## config.mk

```make
export PLATFORM = sky130hd
export DESIGN_NAME = viterbi_decoder_flat
export DESIGN_NICKNAME = d
export VERILOG_FILES = /design/src/rtl/viterbi_pkg.sv /design/src/rtl/viterbi_decoder_if.sv /design/src/rtl/viterbi_acs.sv /design/src/rtl/viterbi_decoder.sv /design/src/flat_wrapper.sv
export SDC_FILE = /design/constraint.sdc
export NUM_CORES = 1
export LEC_CHECK = 0
export ABC_AREA = 1
export CORE_ASPECT_RATIO = 1.4
export CORE_MARGIN = 2
export CORE_UTILIZATION = 69
export DETAILED_ROUTE_END_ITERATION = 12
export PLACE_DENSITY = 0.87
export SYNTH_ARGS = -nofsm -noshare
export SYNTH_HDL_FRONTEND = slang
export SYNTH_SLANG_ARGS = --single-unit
```

## constraint.sdc

```tcl
create_clock -name i_clk -period 11.92 [get_ports i_clk]
set_input_delay 2.98 -clock i_clk [delete_from_list [all_inputs] [get_ports i_clk]]
set_output_delay 2.98 -clock i_clk [all_outputs]
set_load 0.01 [all_outputs]
```

## src/rtl/viterbi_pkg.sv

```systemverilog
// Shared definitions for the K=3, rate-1/2 (G0=111, G1=101) hard-decision Viterbi decoder.
package viterbi_pkg;

    localparam int         K          = 3;
    localparam int         NUM_STATES = 4;
    localparam logic [2:0] G0         = 3'b111;
    localparam logic [2:0] G1         = 3'b101;

    typedef enum logic [1:0] {
        IDLE,
        BEST,
        TRACE,
        OUT
    } state_e;

    // Hamming distance between the received symbol and the symbol the encoder
    // emits when input u arrives in predecessor state pred = {a,b}.
    function automatic logic [1:0] branch_metric(input logic [1:0] sym,
                                                 input logic [1:0] pred,
                                                 input logic       u);
        logic [2:0] w_reg;
        logic       w_g0;
        logic       w_g1;
        w_reg = {u, pred};
        w_g0  = ^(w_reg & G0);
        w_g1  = ^(w_reg & G1);
        return {1'b0, sym[1] ^ w_g0} + {1'b0, sym[0] ^ w_g1};
    endfunction

endpackage

```

## src/rtl/viterbi_decoder_if.sv

```systemverilog
// Symbol-in / bit-out handshake bundle of the Viterbi decoder.
interface viterbi_decoder_if;

    logic       i_valid;
    logic [1:0] i_data;
    logic       o_data;
    logic       o_valid;
    logic       o_last;
    logic       o_busy;

    modport master (
        output i_valid, i_data,
        input  o_data, o_valid, o_last, o_busy
    );

    modport slave (
        input  i_valid, i_data,
        output o_data, o_valid, o_last, o_busy
    );

endinterface

```

## src/rtl/viterbi_acs.sv

```systemverilog
// Combinational add-compare-select for one trellis state; ties favour the b=0 predecessor.
module viterbi_acs #(
    parameter int METRIC_W = 6
) (
    input  logic [METRIC_W-1:0] i_pm0,
    input  logic [METRIC_W-1:0] i_pm1,
    input  logic [1:0]          i_bm0,
    input  logic [1:0]          i_bm1,
    output logic [METRIC_W-1:0] o_pm,
    output logic                o_surv
);

    function automatic logic [METRIC_W-1:0] sat_add(input logic [METRIC_W-1:0] pm,
                                                    input logic [1:0]          bm);
        logic [METRIC_W:0] w_sum;
        w_sum = {1'b0, pm} + {{(METRIC_W-1){1'b0}}, bm};
        return w_sum[METRIC_W] ? '1 : w_sum[METRIC_W-1:0];
    endfunction

    logic [METRIC_W-1:0] w_c0;
    logic [METRIC_W-1:0] w_c1;

    assign w_c0   = sat_add(i_pm0, i_bm0);
    assign w_c1   = sat_add(i_pm1, i_bm1);
    assign o_surv = (w_c1 < w_c0);
    assign o_pm   = o_surv ? w_c1 : w_c0;

endmodule

```

## src/rtl/viterbi_decoder.sv

```systemverilog
// Frame-based hard-decision Viterbi decoder: ACS per symbol, best-state pick,
// traceback through a flop survivor memory, then serial oldest-first output.
module viterbi_decoder
    import viterbi_pkg::*;
#(
    parameter int FRAME_LEN = 8,
    parameter int METRIC_W  = 6
) (
    input  logic              i_clk,
    input  logic              i_rst,
    viterbi_decoder_if.slave  io_bus
);

    localparam int             T_W    = $clog2(FRAME_LEN);
    localparam logic [T_W-1:0] T_LAST = T_W'(FRAME_LEN - 1);

    state_e                  r_state;
    state_e                  w_next;
    logic [T_W-1:0]          r_t;
    logic [METRIC_W-1:0]     r_pm   [NUM_STATES];
    logic [METRIC_W-1:0]     w_pm   [NUM_STATES];
    logic [NUM_STATES-1:0]   w_surv;
    logic [NUM_STATES-1:0]   r_surv [FRAME_LEN];
    logic [FRAME_LEN-1:0]    r_dec;
    logic [1:0]              r_tb;
    logic [1:0]              w_best;
    logic [METRIC_W-1:0]     w_min;
    logic                    w_accept;
    logic                    r_busy;
    logic                    r_data;
    logic                    r_valid;
    logic                    r_last;

    assign w_accept = (r_state == IDLE) && io_bus.i_valid && !r_busy;

    // State {u,a} is reached from predecessors {a,0} and {a,1} with input u.
    for (genvar s = 0; s < NUM_STATES; s++) begin : g_acs
        localparam int U = s / 2;
        localparam int A = s % 2;
        logic [1:0] w_bm0;
        logic [1:0] w_bm1;
        assign w_bm0 = branch_metric(io_bus.i_data, 2'(2 * A),     1'(U));
        assign w_bm1 = branch_metric(io_bus.i_data, 2'(2 * A + 1), 1'(U));
        viterbi_acs #(.METRIC_W(METRIC_W)) u_acs (
            .i_pm0  (r_pm[2 * A]),
            .i_pm1  (r_pm[2 * A + 1]),
            .i_bm0  (w_bm0),
            .i_bm1  (w_bm1),
            .o_pm   (w_pm[s]),
            .o_surv (w_surv[s])
        );
    end

    always_comb begin
        w_best = 2'd0;
        w_min  = r_pm[0];
        for (int s = 1; s < NUM_STATES; s++) begin
            if (r_pm[s] < w_min) begin
                w_min  = r_pm[s];
                w_best = 2'(s);
            end
        end
    end

    always_comb begin
        w_next = r_state;
        case (r_state)
            IDLE:    if (w_accept && r_t == T_LAST) w_next = BEST;
            BEST:    w_next = TRACE;
            TRACE:   if (r_t == '0) w_next = OUT;
            OUT:     if (r_t == T_LAST) w_next = IDLE;
            default: w_next = IDLE;
        endcase
    end

    always_ff @(posedge i_clk) begin
        if (i_rst) r_state <= IDLE;
        else       r_state <= w_next;
    end

    always_ff @(posedge i_clk) begin
        if (i_rst) begin
            r_t     <= '0;
            r_busy  <= 1'b0;
            r_valid <= 1'b0;
            r_last  <= 1'b0;
            r_data  <= 1'b0;
            for (int s = 0; s < NUM_STATES; s++) r_pm[s] <= (s == 0) ? '0 : '1;
        end else begin
            // Busy is held one extra cycle past OUT so it falls after o_last.
            r_busy  <= (w_next != IDLE) || (r_state == OUT);
            r_valid <= 1'b0;
            r_last  <= 1'b0;
            case (r_state)
                IDLE: begin
                    if (w_accept) begin
                        for (int s = 0; s < NUM_STATES; s++) r_pm[s] <= w_pm[s];
                        r_surv[r_t] <= w_surv;
                        if (r_t != T_LAST) r_t <= r_t + T_W'(1);
                    end
                end
                BEST: begin
                    r_tb <= w_best;
                end
                TRACE: begin
                    r_dec[r_t] <= r_tb[1];
                    r_tb       <= {r_tb[0], r_surv[r_t][r_tb]};
                    if (r_t != '0) r_t <= r_t - T_W'(1);
                end
                OUT: begin
                    r_valid <= 1'b1;
                    r_data  <= r_dec[r_t];
                    r_last  <= (r_t == T_LAST);
                    if (r_t == T_LAST) begin
                        r_t <= '0;
                        for (int s = 0; s < NUM_STATES; s++) r_pm[s] <= (s == 0) ? '0 : '1;
                    end else begin
                        r_t <= r_t + T_W'(1);
                    end
                end
                default: ;
            endcase
        end
    end

    assign io_bus.o_data  = r_data;
    assign io_bus.o_valid = r_valid;
    assign io_bus.o_last  = r_last;
    assign io_bus.o_busy  = r_busy;

endmodule

```

## src/flat_wrapper.sv

```systemverilog
// flat-port wrapper written by rule: the top's interface ports become plain ports
module viterbi_decoder_flat import viterbi_pkg::*;
#(
    parameter int FRAME_LEN = 8,
    parameter int METRIC_W  = 6
)
  (i_clk, i_rst, io_bus_i_valid, io_bus_i_data, io_bus_o_data, io_bus_o_valid, io_bus_o_last, io_bus_o_busy);
  viterbi_decoder_if io_bus_i ();
  input  logic i_clk;
  input  logic i_rst;
  input wire logic [$bits(io_bus_i.i_valid)-1:0] io_bus_i_valid;
  input wire logic [$bits(io_bus_i.i_data)-1:0] io_bus_i_data;
  output wire logic [$bits(io_bus_i.o_data)-1:0] io_bus_o_data;
  output wire logic [$bits(io_bus_i.o_valid)-1:0] io_bus_o_valid;
  output wire logic [$bits(io_bus_i.o_last)-1:0] io_bus_o_last;
  output wire logic [$bits(io_bus_i.o_busy)-1:0] io_bus_o_busy;
  assign io_bus_i.i_valid = io_bus_i_valid;
  assign io_bus_i.i_data = io_bus_i_data;
  assign io_bus_o_data = io_bus_i.o_data;
  assign io_bus_o_valid = io_bus_i.o_valid;
  assign io_bus_o_last = io_bus_i.o_last;
  assign io_bus_o_busy = io_bus_i.o_busy;
  viterbi_decoder #(.FRAME_LEN(FRAME_LEN), .METRIC_W(METRIC_W)) u_core (.i_clk(i_clk), .i_rst(i_rst), .io_bus(io_bus_i));
endmodule
```

**Word-level counts from Yosys, hierarchy flattened**

Memory sizes are Yosys's and may differ from the RTL's. A register that Yosys moved wholly into a read port is not among the register bits.
Cells that the tools add are included.

- Bits of input ports: 5
- Output and inout bits: 4
- Logic and storage cells: 125
- Memory bits (writable): 56
- Memories: 2
- Register bits after elaboration: 19

- Eq/ne operators: 8
- Bitwise logic cells: 12
- Reduce and logical (&&, ||, !) cells: 16
- $add $sub $neg: 14
- Multiplexer cells: 55
- $lt $le $gt $ge: 10

Memories:

| memory | depth | width | read ports | clocked after memory_dff | write ports | line | source |
|---|---|---|---|---|---|---|---|
| u_core.r_surv | 8 | 4 | 1 | 1 | 1 | viterbi_decoder.sv:23 | `logic [NUM_STATES-1:0] r_surv [FRAME_LEN];` |
| u_core.r_pm | 4 | 6 | 4 | 0 | 4 | viterbi_decoder.sv:20 | `logic [METRIC_W-1:0] r_pm [NUM_STATES];` |

Operators with widths:

| operator | count |
|---|---|
| 6-bit 2-to-1 mux | 22 |
| 6-bit by 2-bit adder with 7-bit output | 8 |
| 6-bit less-than comparator | 7 |
| 3-bit 2-to-1 mux | 6 |
| 1-bit 2-to-1 mux | 15 |
| 2-bit 2-to-1 mux | 5 |
| 3-bit one-hot mux with 3 select lines | 1 |
| 1-bit by 1-bit adder with 2-bit output | 4 |
| 8-bit bitwise mux | 1 |
| 1-bit OR | 8 |
| 2-bit one-hot mux with 4 select lines | 1 |
| 3-bit nonzero test | 2 |
| 2-bit == test, second input constant | 2 |
| 1-bit logical AND | 4 |
| 3-bit by 4-bit less-than comparator with 1-bit output, second input constant | 1 |
| 2-bit by 1-bit inequality test with 1-bit output, second input constant | 2 |
| 1-bit inverter | 4 |
| 2-bit one-hot mux with 2 select lines | 1 |
| 2-bit AND reduction | 2 |
| 4-bit AND reduction | 1 |
| 2-bit nonzero test | 2 |
| 3-bit by 1-bit adder with 3-bit output, second input constant | 1 |
| 1-bit binary-select mux with 3-bit select | 1 |
| 1-bit demux with 3-bit select | 1 |
| 13 further kinds | 13 |

**Logic depth before layout (Yosys ltp)**

Gate-level depths: netlist (run 1).

- Word-level depth: 9
- Mapped depth: 25

**By module**

Synthesis (run 1) repeated with hierarchy kept, for this count alone.

- Cell total of the unflattened synthesis: 807
- Area total of the unflattened synthesis: 6153.4 sq um

Modules (own cells, without submodules):

| module | area each (sq um) | instances | cells each |
|---|---|---|---|
| viterbi_decoder | 3783.6 | 1 | 390 |
| viterbi_acs at u_core.g_acs[1].u_acs ... | 593.1 | 3 | 104 |
| viterbi_acs at u_core.g_acs[0].u_acs | 590.6 | 1 | 105 |

**Worst setup path before layout (run 1)**

No wires, ideal clock.

- Path kind: input -> register
- Start: input port io_bus_i_data[0]
- End: memory u_core.r_pm[1][0] (data pin)
- Data arrival time: 5.673 ns
- Path slack: 5.972 ns
- Cell stages on the path: 16
- Cells stage by stage: inv_1 ha_1 inv_1 ha_1 inv_1 fa_1 or2_4 nor3_4 nand3b_1 inv_1 ha_1 a21oi_1 o21a_1 a21boi_2 buf_6 o211ai_1

RTL lines:

| element | line | source |
|---|---|---|
| start, declared | flat_wrapper.sv:12 | `input wire logic [$bits(io_bus_i.i_data)-1:0] io_bus_i_data;` |
| end, declared | viterbi_decoder.sv:20 |  |

==> results of run 1 <==
-- path summary, 6_finish.rpt --
check	cells after the start	startpoint	slack (ps)	endpoint
worst max-delay path	17	io_bus_i_data[0]	5080	u_core.r_pm[1][0]
worst min-delay path	2	u_core.r_pm[0][1]	510	u_core.r_pm[0][1]
worst max register to register	22	u_core.r_pm[0][5]	7790	u_core.r_tb[0]
worst min register to register	2	u_core.r_pm[0][1]	510	u_core.r_pm[0][1]
-- kinds of logic (layout without fill, tap and decap cells) --
family,Yosys count,in the layout
buf+inv,124,134
flops,78,78
simple gates,273,273
xor+xnor,1,1
mux,9,9
compound gates,149,149
fa+ha+maj,68,68
-- worst max-delay path: cells and delay by family --
kind	cells	cell delay (ps)
compound gates	5	1310
fa+ha+maj	4	1240
buf+inv	5	830
simple gates	3	660
-- flip-flops by register name (all words and copies together) (netlist names), named ones only --
name and count:
u_core.io_bus.o_busy 1, u_core.io_bus.o_data 1, u_core.io_bus.o_last 1, u_core.io_bus.o_valid 1
u_core.r_dec 8, u_core.r_pm 24, u_core.r_state 2, u_core.r_surv 32
u_core.r_t 3, u_core.r_tb 2
-- final cells by class --
cell class	count	area (um2)	area share
Clock buffer	11	243	0.0393
Tap cell	102	128	0.0207
Inverter	110	414	0.0671
Timing Repair Buffer	8	80.1	0.0130
Sequential cell	78	2100	0.341
Multi-Input combinational cell	500	3120	0.506
Clock inverter	5	82.6	0.0134
-- cell usage in the layout, fill, tap and decap left out, types with 3 or more instances in the layout --
cell type,n
clkbuf_16,9
a21oi_1,35
o21a_1,6
o211ai_2,6
inv_1,106
nor3_1,9
o2111ai_1,3
a31oi_1,4
o221ai_1,10
nor2_1,69
inv_2,3
dfxtp_1,24
nand3_1,28
nor2_4,3
edfxtp_1,54
o31ai_1,4
fa_1,8
clkdlybuf4s50_1,8
nand2_1,141
o21ai_1,6
nor2_2,6
nand2_2,7
ha_1,60
o21ai_0,56
mux2i_1,8
o211ai_1,9
-- routing by layer --
metal	routed length, um	vias to the layer above	GRT usage	share of wire
met4	1020	0	0.212	0.070
met5	0	-	0	0
met3	933	84	0.0656	0.064
met1	5120	2383	0.375	0.35
li1	-	2382	-	-
met2	7540	257	0.599	0.52
-- metrics by stage --
| step | power [mW] | hold slack, ps | instances | setup WS, ps |
|---|---|---|---|---|
| finish | 1.74 | 511 | 814 | 5080 |
| global route | 1.89 | 544 | 814 | 4700 |
| CTS | 1.72 | 517 | 814 | 5100 |
| detailed placement | 1.40 | 505 | 798 | 4750 |
| global placement | 1.33 | 496 | 798 | 4990 |
| floorplan | 1.20 | 464 | 702 | 5970 |
-- power by group --
group,internal [mW],leakage (nW),switching [mW]
Combinational,0.341,1.84,0.642
Clock,0.190,0.160,0.112
Sequential,0.388,0.679,0.0665
==> qor.txt, run 1 <==
status = finished, final reports clean
Final Hold Fails = 0
ANT nets after route = 0
H-tree levels = 3
Nets = 780
vias in the first global route = 5,126
CP Data Required Time = 12,100 ps
flops & latches, synth = 78
GR Util All Layers = 0.344
routed via count divided by cell count = 6.27
GPL Wtd Cong = 0.969
setup TNS = 0 ps
Critical Path AT = 7020 ps
Ports = 9
XOR/XNOR Fraction of Synth Area = 0.00153
clock tree buffer depth = 2
Synth Area in Adders = 0.159
PostCTS Resize Cnt = 0
DR DRC count = 0
root buffer cell = clkbuf_16
die width = 81.0 um
CTS tree = done
max_slew headroom = 0.278
post-layout util = 0.762
drt total wl = 14,600 um
post-synthesis compound-gate area fraction = 0.163
largest net degree at the start of global routing = 21
routed vias = 5,106
top-area cell type share of the netlist area = 0.283
worst-margin pin slew = 1080 ps
initial core utilization = 0.707
register area share after synthesis = 0.367
cell row count = 39
ANT cells = 0
top post-synthesis cells by count = nand2_1 (141), inv_1 (106), nor2_1 (69)
Final setup viols = 0
largest family of logic cells by synthesized area = simple AND/OR/NAND/NOR gates
Post-CTS Setup Bufs = 0
fillers = 592
Cell Pwr Density = 282 nW/um2
Clk pin slew, worst setup/hold paths = 70 ps
per-cell routed wire length = 17.9 um
critical path cell sequence = clkdlybuf4s50_1 -> inv_1 -> ha_1 -> inv_1 -> ha_1 -> inv_1 -> fa_1 -> or2_4 -> nor3_4 -> nand3b_1 -> inv_1 -> ha_1 -> a21oi_1 -> o21a_1 -> a21boi_2 -> o21ai_0 -> o211ai_1
Layout area overhead = 7.73%
RSZ-0062 raised after global routing = false
hold_buf cts = 0
Synthesis Warnings = 0
drt first pass iters = 6
CP max stage delay = 670 ps
Hold/Removal Path Class = flop to flop
CTS Buf Count = 9
Die Ht = 112 um
Synth area leaders = edfxtp_1 (28%), ha_1 (13%), nand2_1 (9.2%)
Async S/R FF share, synth = 0
core area = 8100 um2
CP Max Fanout = 20
Layout Skew = 10.0 ps
cell area after synthesis = 5730 um2
count leader, synth = nand2_1
syn_area_per_cell = 8.16 um2
Synth area leader = edfxtp_1
Post-synth EDFFs = 54
Clock Sink Count = 78
Slew Viols, Final = 0
post-synthesis cell count = 702
antenna violations before repair = 0
HPWL after DPL = 11,000 um
Max Freq = 0.146 GHz
share of cells above drive strength 1 = 0.0744
Area after DPL = 5850 um2
die area = 9060 um2
clk_lat worst skew = 340 ps
I/O Buffers = 8
min Tclk post-route = 6840 ps
first-pass GRT wire length = 24,000 um
Post-Syn Nets = 775
Synth cell types = 47
Final Cell Area = 6170 um2
post-synthesis mux area share = 0.0159
CP most frequent cell = inv_1
max cap viols = 0
Worst path slowest cell = a21boi_2
startpoint types = input port
Initial DRC Count = 459
maximum VDD drop = 0.255 mV
fin crit share = 0.574
GR Overflow Total = 0
Lkg Pwr = 2.68 nW
critical path class = input port to flop
CP Capture Type = flop
Main synth FF type = edfxtp_1
Simple-Gate Fraction of Synth Area = 0.205
(Power assumes the default switching activity.)
==> inputs of run 2 (changes only) <==
--- a/config.mk
+++ b/config.mk
@@ -8,9 +8,9 @@
 export ABC_AREA = 1
 export CORE_ASPECT_RATIO = 1.4
 export CORE_MARGIN = 2
-export CORE_UTILIZATION = 69
+export CORE_UTILIZATION = 64
 export DETAILED_ROUTE_END_ITERATION = 12
-export PLACE_DENSITY = 0.87
+export PLACE_DENSITY = 0.81
 export SYNTH_ARGS = -nofsm -noshare
 export SYNTH_HDL_FRONTEND = slang
 export SYNTH_SLANG_ARGS = --single-unit
==> constraint.sdc (replaced) <==
create_clock -name i_clk -period 6.6 [get_ports i_clk]
set_input_delay 1.65 -clock i_clk [delete_from_list [all_inputs] [get_ports i_clk]]
set_output_delay 1.65 -clock i_clk [all_outputs]
set_load 0.01 [all_outputs]
==> run 2 against run 1 <==
Setup slack got worse by 4000 ps; non-clock buffer count unchanged; final cell count is 0.37% higher; critical endpoint unchanged; global-route usage shrank 4.2 points; clock skew decreased by 2.3 ps; largest cell class unchanged; first-iteration DRC count down 29%.
==> qor.txt, run 2 (synthesis gave the netlist of run 1 again) <==
status = finished, final reports clean
Max Freq = 0.182 GHz
Critical Path AT = 5670 ps (-1350 ps)
Final Hold Fails = 0 (unchanged)
max_slew headroom = 0.346 (+0.0682)
Clk pin slew, worst setup/hold paths = 60 ps (about the same)
R2R Path Start = u_core.r_pm[1][3]
CP Max Fanout = 20 (unchanged)
worst r2r dst = u_core.r_tb[1]
core area = 8660 um2 (+6.9%)
biggest regs = u_core.r_surv (32), u_core.r_pm (24), u_core.r_dec (8)
first-pass GRT wire length = 22,700 um (-5.1%)
ANT cells = 0 (unchanged)
drt total wl = 14,300 um (-2.1%)
commonest non-fill, non-tap cell in the layout = nand2_1
initial core utilization = 0.662 (-0.0456)
Die Ht = 116 um (+3.7%)
per-cell routed wire length = 17.5 um (-2.5%)
fin crit share = 0.833
root buffer cell = clkbuf_16
RSZ-0062 raised after global routing = false
H-tree levels = 3 (unchanged)
startpoint types = input port
Hold/Removal Path Class = flop to flop
hold_buf cts = 0 (unchanged)
ANT nets after route = 0 (unchanged)
Largest register FFs = 32 (unchanged)
die width = 84.0 um (+3.6%)
clock tree buffer depth = 2 (unchanged)
Cell Pwr Density = 506 nW/um2 (+80%)
CP Data Required Time = 6770 ps (-5330 ps)
WHS Path Cells = 2 (unchanged)
Layout Skew = 7.70 ps (-2.30 ps)
commonest cells after routing, fill and taps aside = nand2_1 (141), inv_1 (106), nor2_1 (69)
Layout area overhead = 7.73% (unchanged)
share of cells above drive strength 1 = 0.0744 (unchanged)
CTS tree = done
dpl ws = 814 ps (-3940 ps)
routed via count divided by cell count = 6.04 (-3.7%)
Lkg Pwr = 2.67 nW (-0.36%)
Ports = 9 (unchanged)
max cap viols = 0 (unchanged)
Nets = 780 (unchanged)
Slew Viols, Final = 0 (unchanged)
Final Cell Area = 6170 um2 (unchanged)
Post-CTS Setup Bufs = 0 (unchanged)
Final setup viols = 0 (unchanged)
largest net degree at the start of global routing = 21 (unchanged)
maximum VDD drop = 0.361 mV (+42%)
cell row count = 40 (+2.6%)
cell count of the worst reg-to-reg path = 21 (-4.5%)
routed vias = 4,933 (-3.4%)
PostCTS Resize Cnt = 0 (unchanged)
die area = 9730 um2 (+7.5%)
vias in the first global route = 4,906 (-4.3%)
DR DRC count = 0 (unchanged)
Clock Sink Count = 78 (unchanged)
clk_lat worst skew = 340 ps (about the same)
drt first pass iters = 5 (-1)
worst setup margin = 1100 ps (-3980 ps)
I/O Buffers = 8 (unchanged)
CP Capture Type = flop
min Tclk post-route = 5500 ps
critical path class = input port to flop
hold slack = 527 ps (+16.1 ps)
R2R setup slack = 2500 ps (-5290 ps)
setup TNS = 0 ps (unchanged)
Largest Register = u_core.r_surv
antenna violations before repair = 0 (unchanged)
GR Overflow Total = 0 (unchanged)
Initial DRC Count = 324 (-29%)
GPL Wtd Cong = 1.01 (+3.8%)
Area after DPL = 5850 um2 (about the same)
worst-margin pin slew = 977 ps (-102 ps)
GR Util All Layers = 0.303 (-0.0417)
HPWL after DPL = 11,000 um (+0.19%)
CTS Buf Count = 9 (unchanged)
hold_sp = u_core.r_pm[0][1]
Worst Hold End = u_core.r_pm[0][1]
## run 2: cell types whose count changed in the layout (fill, tap and decap cells not counted), sizes merged
cell / delta
clkinvlp: +2
inv: +2
clkinv: -2
clkbuf: -2
## run 2: power breakdown
group          switching, mW  internal [mW]
Combinational           1.15          0.613
Clock                  0.205          0.332
Sequential             0.120          0.701
Total                   1.48           1.65
## run 2: per-layer routing
layer	up-vias	routed length [um]	track usage
met5	-	0	0
met2	208	7600	0.575
li1	2387	-	-
met4	0	743	0.185
met3	54	855	0.0541
met1	2284	5100	0.307
## run 2: layout make-up
class	instances	area, um2
Tap cell	105	131
Inverter	110	414
Multi-Input combinational cell	500	3120
Timing Repair Buffer	8	80.1
Sequential cell	78	2100
Clock inverter	7	96.3
Fill cell	707	2490
Clock buffer	9	225
## run 2: critical path: stages
cell and delay, ps:
clkdlybuf4s50_1 500, inv_1 80, ha_1 330, inv_1 90
ha_1 190, inv_1 90, fa_1 410, or2_4 290
nor3_4 210, nand3b_1 140, inv_1 70, ha_1 280
a21oi_1 160, o21a_1 110, a21boi_2 670, o21ai_0 220
o211ai_1 150
## run 2: how the worst max path moves through the flow
stage                        end  cells past startpoint             start  slack, ps
2_1_floorplan  u_core.r_pm[1][0]                     16  io_bus_i_data[0]       1980
3_3_place_gp   u_core.r_pm[1][0]                     17  io_bus_i_data[0]        990
3_5_place_dp   u_core.r_pm[1][0]                     17  io_bus_i_data[0]        810
4_1_cts        u_core.r_pm[1][0]                     17  io_bus_i_data[0]       1140
5_1_grt        u_core.r_pm[1][0]                     17  io_bus_i_data[0]        780
6_report       u_core.r_pm[1][0]                     17  io_bus_i_data[0]       1100
## run 2: through the flow
stage	util	std cells	total power [mW]
final	0.713	817	3.12
after global routing	0.713	817	3.37
after CTS	0.713	817	3.10
after detailed placement	0.676	801	2.55
after global placement	0.676	801	2.43
after floorplan	-	702	2.17
==> inputs of run 3 (changes only) <==
==> constraint.sdc (replaced) <==
create_clock -name i_clk -period 5.1 [get_ports i_clk]
set_input_delay 1.275 -clock i_clk [delete_from_list [all_inputs] [get_ports i_clk]]
set_output_delay 1.275 -clock i_clk [all_outputs]
set_load 0.01 [all_outputs]
==> run 3 against run 2 <==
Cell area grew 0.49%; total power grew 28%; global-route usage shrank 1.5 points; non-clock buffer count grew 4; sequential share of layout area shrank 0.16 points; combinational power grew 29%; wire length shrank 5.2%; register-to-register slack lost 1400 ps; clock skew grew 1.6 ps; final cell count grew 0.49%; largest cell class unchanged.
==> qor.txt, run 3 (synthesis gave the netlist of run 1 again) <==
die width = 84.0 um (unchanged)
Ports = 9 (unchanged)
CP Capture Type = flop
hold_buf cts = 0 (unchanged)
NetSw = 1.83 mW (+24%)
initial core utilization = 0.662 (unchanged)
R2R Path Start = u_core.r_pm[0][5]
dpl ws = 91.1 ps (-723 ps)
CTS Buf Count = 9 (unchanged)
PostCTS Resize Cnt = 0 (unchanged)
Clock Sink Count = 78 (unchanged)
total area of sequential cells = 2100 um2 (unchanged)
cell count of the worst reg-to-reg path = 22 (+4.8%)
commonest cells after routing, fill and taps aside = nand2_1 (141), inv_1 (106), nor2_1 (69)
CP Max Fanout = 20 (unchanged)
die area = 9730 um2 (unchanged)
clock tree buffer depth = 2 (unchanged)
Worst path slowest cell = clkdlybuf4s50_1
Nets = 784 (+0.51%)
setup TNS = 0 ps (unchanged)
largest net degree at the start of global routing = 21 (unchanged)
Worst Hold End = u_core.r_pm[0][4]
cell row count = 40 (unchanged)
CP max stage delay = 510 ps (-160 ps)
routed vias = 4,761 (-3.5%)
GR Util All Layers = 0.288 (-0.0150)
maximum VDD drop = 0.529 mV (+46%)
worst-margin pin slew = 807 ps (-170 ps)
Combinational Power Share = 0.570 (+0.005)
GPL Wtd Cong = 0.920 (-8.5%)
core area = 8660 um2 (unchanged)
Clk pin slew, worst setup/hold paths = 60 ps (about the same)
R2R setup slack = 1130 ps (-1370 ps)
drt total wl = 13,600 um (-5.2%)
WHS Path Cells = 2 (unchanged)
Cell Pwr Density = 645 nW/um2 (+27%)
drt first pass iters = 7 (+2)
share of power burned in the clock network = 0.168 (-0.004)
Post-CTS Setup Bufs = 0 (unchanged)
GR Overflow Total = 0 (unchanged)
DR DRC count = 0 (unchanged)
Critical Path AT = 4730 ps (-940 ps)
ANT nets after route = 0 (unchanged)
first-pass GRT wire length = 21,900 um (-3.6%)
Bufs and invs on worst path = 6 (+1)
Lkg Pwr = 2.69 nW (+0.81%)
clk_lat worst skew = 330 ps (about the same)
sw frac = 0.458 (-0.0146)
worst setup margin = 419 ps (-686 ps)
Layout Skew = 9.26 ps (+1.56 ps)
Largest Register = u_core.r_surv
part of the power in registers = 0.262 (about the same)
CTS tree = done
CP most frequent cell = inv_1
share of cells above drive strength 1 = 0.0768 (+0.00238)
fin crit share = 0.918
commonest non-fill, non-tap cell in the layout = nand2_1
routed via count divided by cell count = 5.80 (-4.0%)
fillers = 684 (-3.3%)
hold_sp = u_core.r_pm[0][4]
Die Ht = 116 um (unchanged)
CP Data Required Time = 5150 ps (-1620 ps)
status = finished, final reports clean
Largest register FFs = 32 (unchanged)
hold slack = 518 ps (-9.03 ps)
ANT cells = 0 (unchanged)
antenna violations before repair = 0 (unchanged)
critical path cell sequence = clkdlybuf4s50_1 -> inv_1 -> ha_1 -> inv_1 -> ha_1 -> inv_1 -> fa_1 -> or2_4 -> nor3_4 -> nand3b_1 -> inv_1 -> ha_1 -> a21oi_1 -> o21a_1 -> a21boi_2 -> buf_12 -> o21ai_0 -> o211ai_1
Multi-input gate area = 3120 um2 (unchanged)
root buffer cell = clkbuf_16
max_slew headroom = 0.460 (+0.114)
Final setup viols = 0 (unchanged)
placed insts = 805 (+0.50%)
Slew Viols, Final = 0 (unchanged)
RSZ-0062 raised after global routing = false
max cap viols = 0 (unchanged)
min Tclk post-route = 4680 ps
critical path's top delay family = adder cells
Layout area overhead = 8.26%
I/O Buffers = 8 (unchanged)
per-cell routed wire length = 16.5 um (-5.6%)
biggest regs = u_core.r_surv (32), u_core.r_pm (24), u_core.r_dec (8)
worst r2r dst = u_core.r_tb[1]
post-layout util = 0.716 (+0.00347)
Initial DRC Count = 288 (-11%)
HPWL after DPL = 10,600 um (-3.5%)
Hold/Removal Path Class = flop to flop
vias in the first global route = 4,697 (-4.3%)
Final Hold Fails = 0 (unchanged)
startpoint types = input port
critical path class = input port to flop
Max Freq = 0.214 GHz
Layout Cells excl Fill = 821 (+0.49%)
internal power = 2.17 mW (+31%)
H-tree levels = 3 (unchanged)
run 3: stage by stage:
step	area, um2	total power, mW
final	6200	4.00
after global routing	6200	4.41
after CTS	6200	3.99
after detailed placement	5890	3.30
after global placement	5890	3.19
after floorplan	5730	2.81
run 3: area by class of cell:
cell class | count | area share
repair buffers | 12 | 0.0198
inverters | 110 | 0.0668
multi-input cells | 500 | 0.503
clock inverters | 4 | 0.0117
flip-flops and latches | 78 | 0.339
clock buffers | 12 | 0.0381
well taps | 105 | 0.0212
run 3: worst max path at each step:
stage	from	to	slack, ps	cells past startpoint
2_1_floorplan	io_bus_i_data[0]	u_core.r_pm[1][0]	860	16
3_3_place_gp	io_bus_i_data[0]	u_core.r_pm[1][0]	210	18
3_5_place_dp	io_bus_i_data[0]	u_core.r_pm[1][0]	90	18
4_1_cts	io_bus_i_data[0]	u_core.r_pm[1][0]	440	18
5_1_grt	io_bus_i_data[0]	u_core.r_pm[3][4]	80	23
6_report	io_bus_i_data[0]	u_core.r_pm[1][0]	420	18
run 3: worst reg2reg max path, stage by stage (launching register included):
cell and delay, ps:
dfxtp_1 420, inv_1 130, ha_1 330, nand2_1 80, inv_1 40, a21oi_1 190
nand2_1 240, o21ai_0 300, ha_1 300, a21oi_1 150, nor2_1 60, a211oi_1 250
nand2_1 280, nand2_1 110, o21ai_0 90, ha_1 310, nand2_1 70, inv_1 70
nand2_1 50, nand3_1 60, a31oi_1 40, nand2_1 90, nand2_1 50
run 3: power groups by stage:
stage                     clock network, mW  registers (mW)  logic [mW]
final                                 0.671            1.05        2.28
after global routing                  0.699            1.06        2.65
after CTS                             0.679            1.04        2.27
after detailed placement                  0            1.06        2.25
after global placement                    0            1.05        2.14
after floorplan                           0           0.993        1.82
run 3: routing by layer:
layer,track usage,vias to the layer above,share of wire,wire length (um)
met1,0.301,2199,0.38,5150
met5,0,-,0,0
li1,-,2383,-,-
met3,0.0356,42,0.033,451
met4,0.142,0,0.044,593
met2,0.564,137,0.54,7360
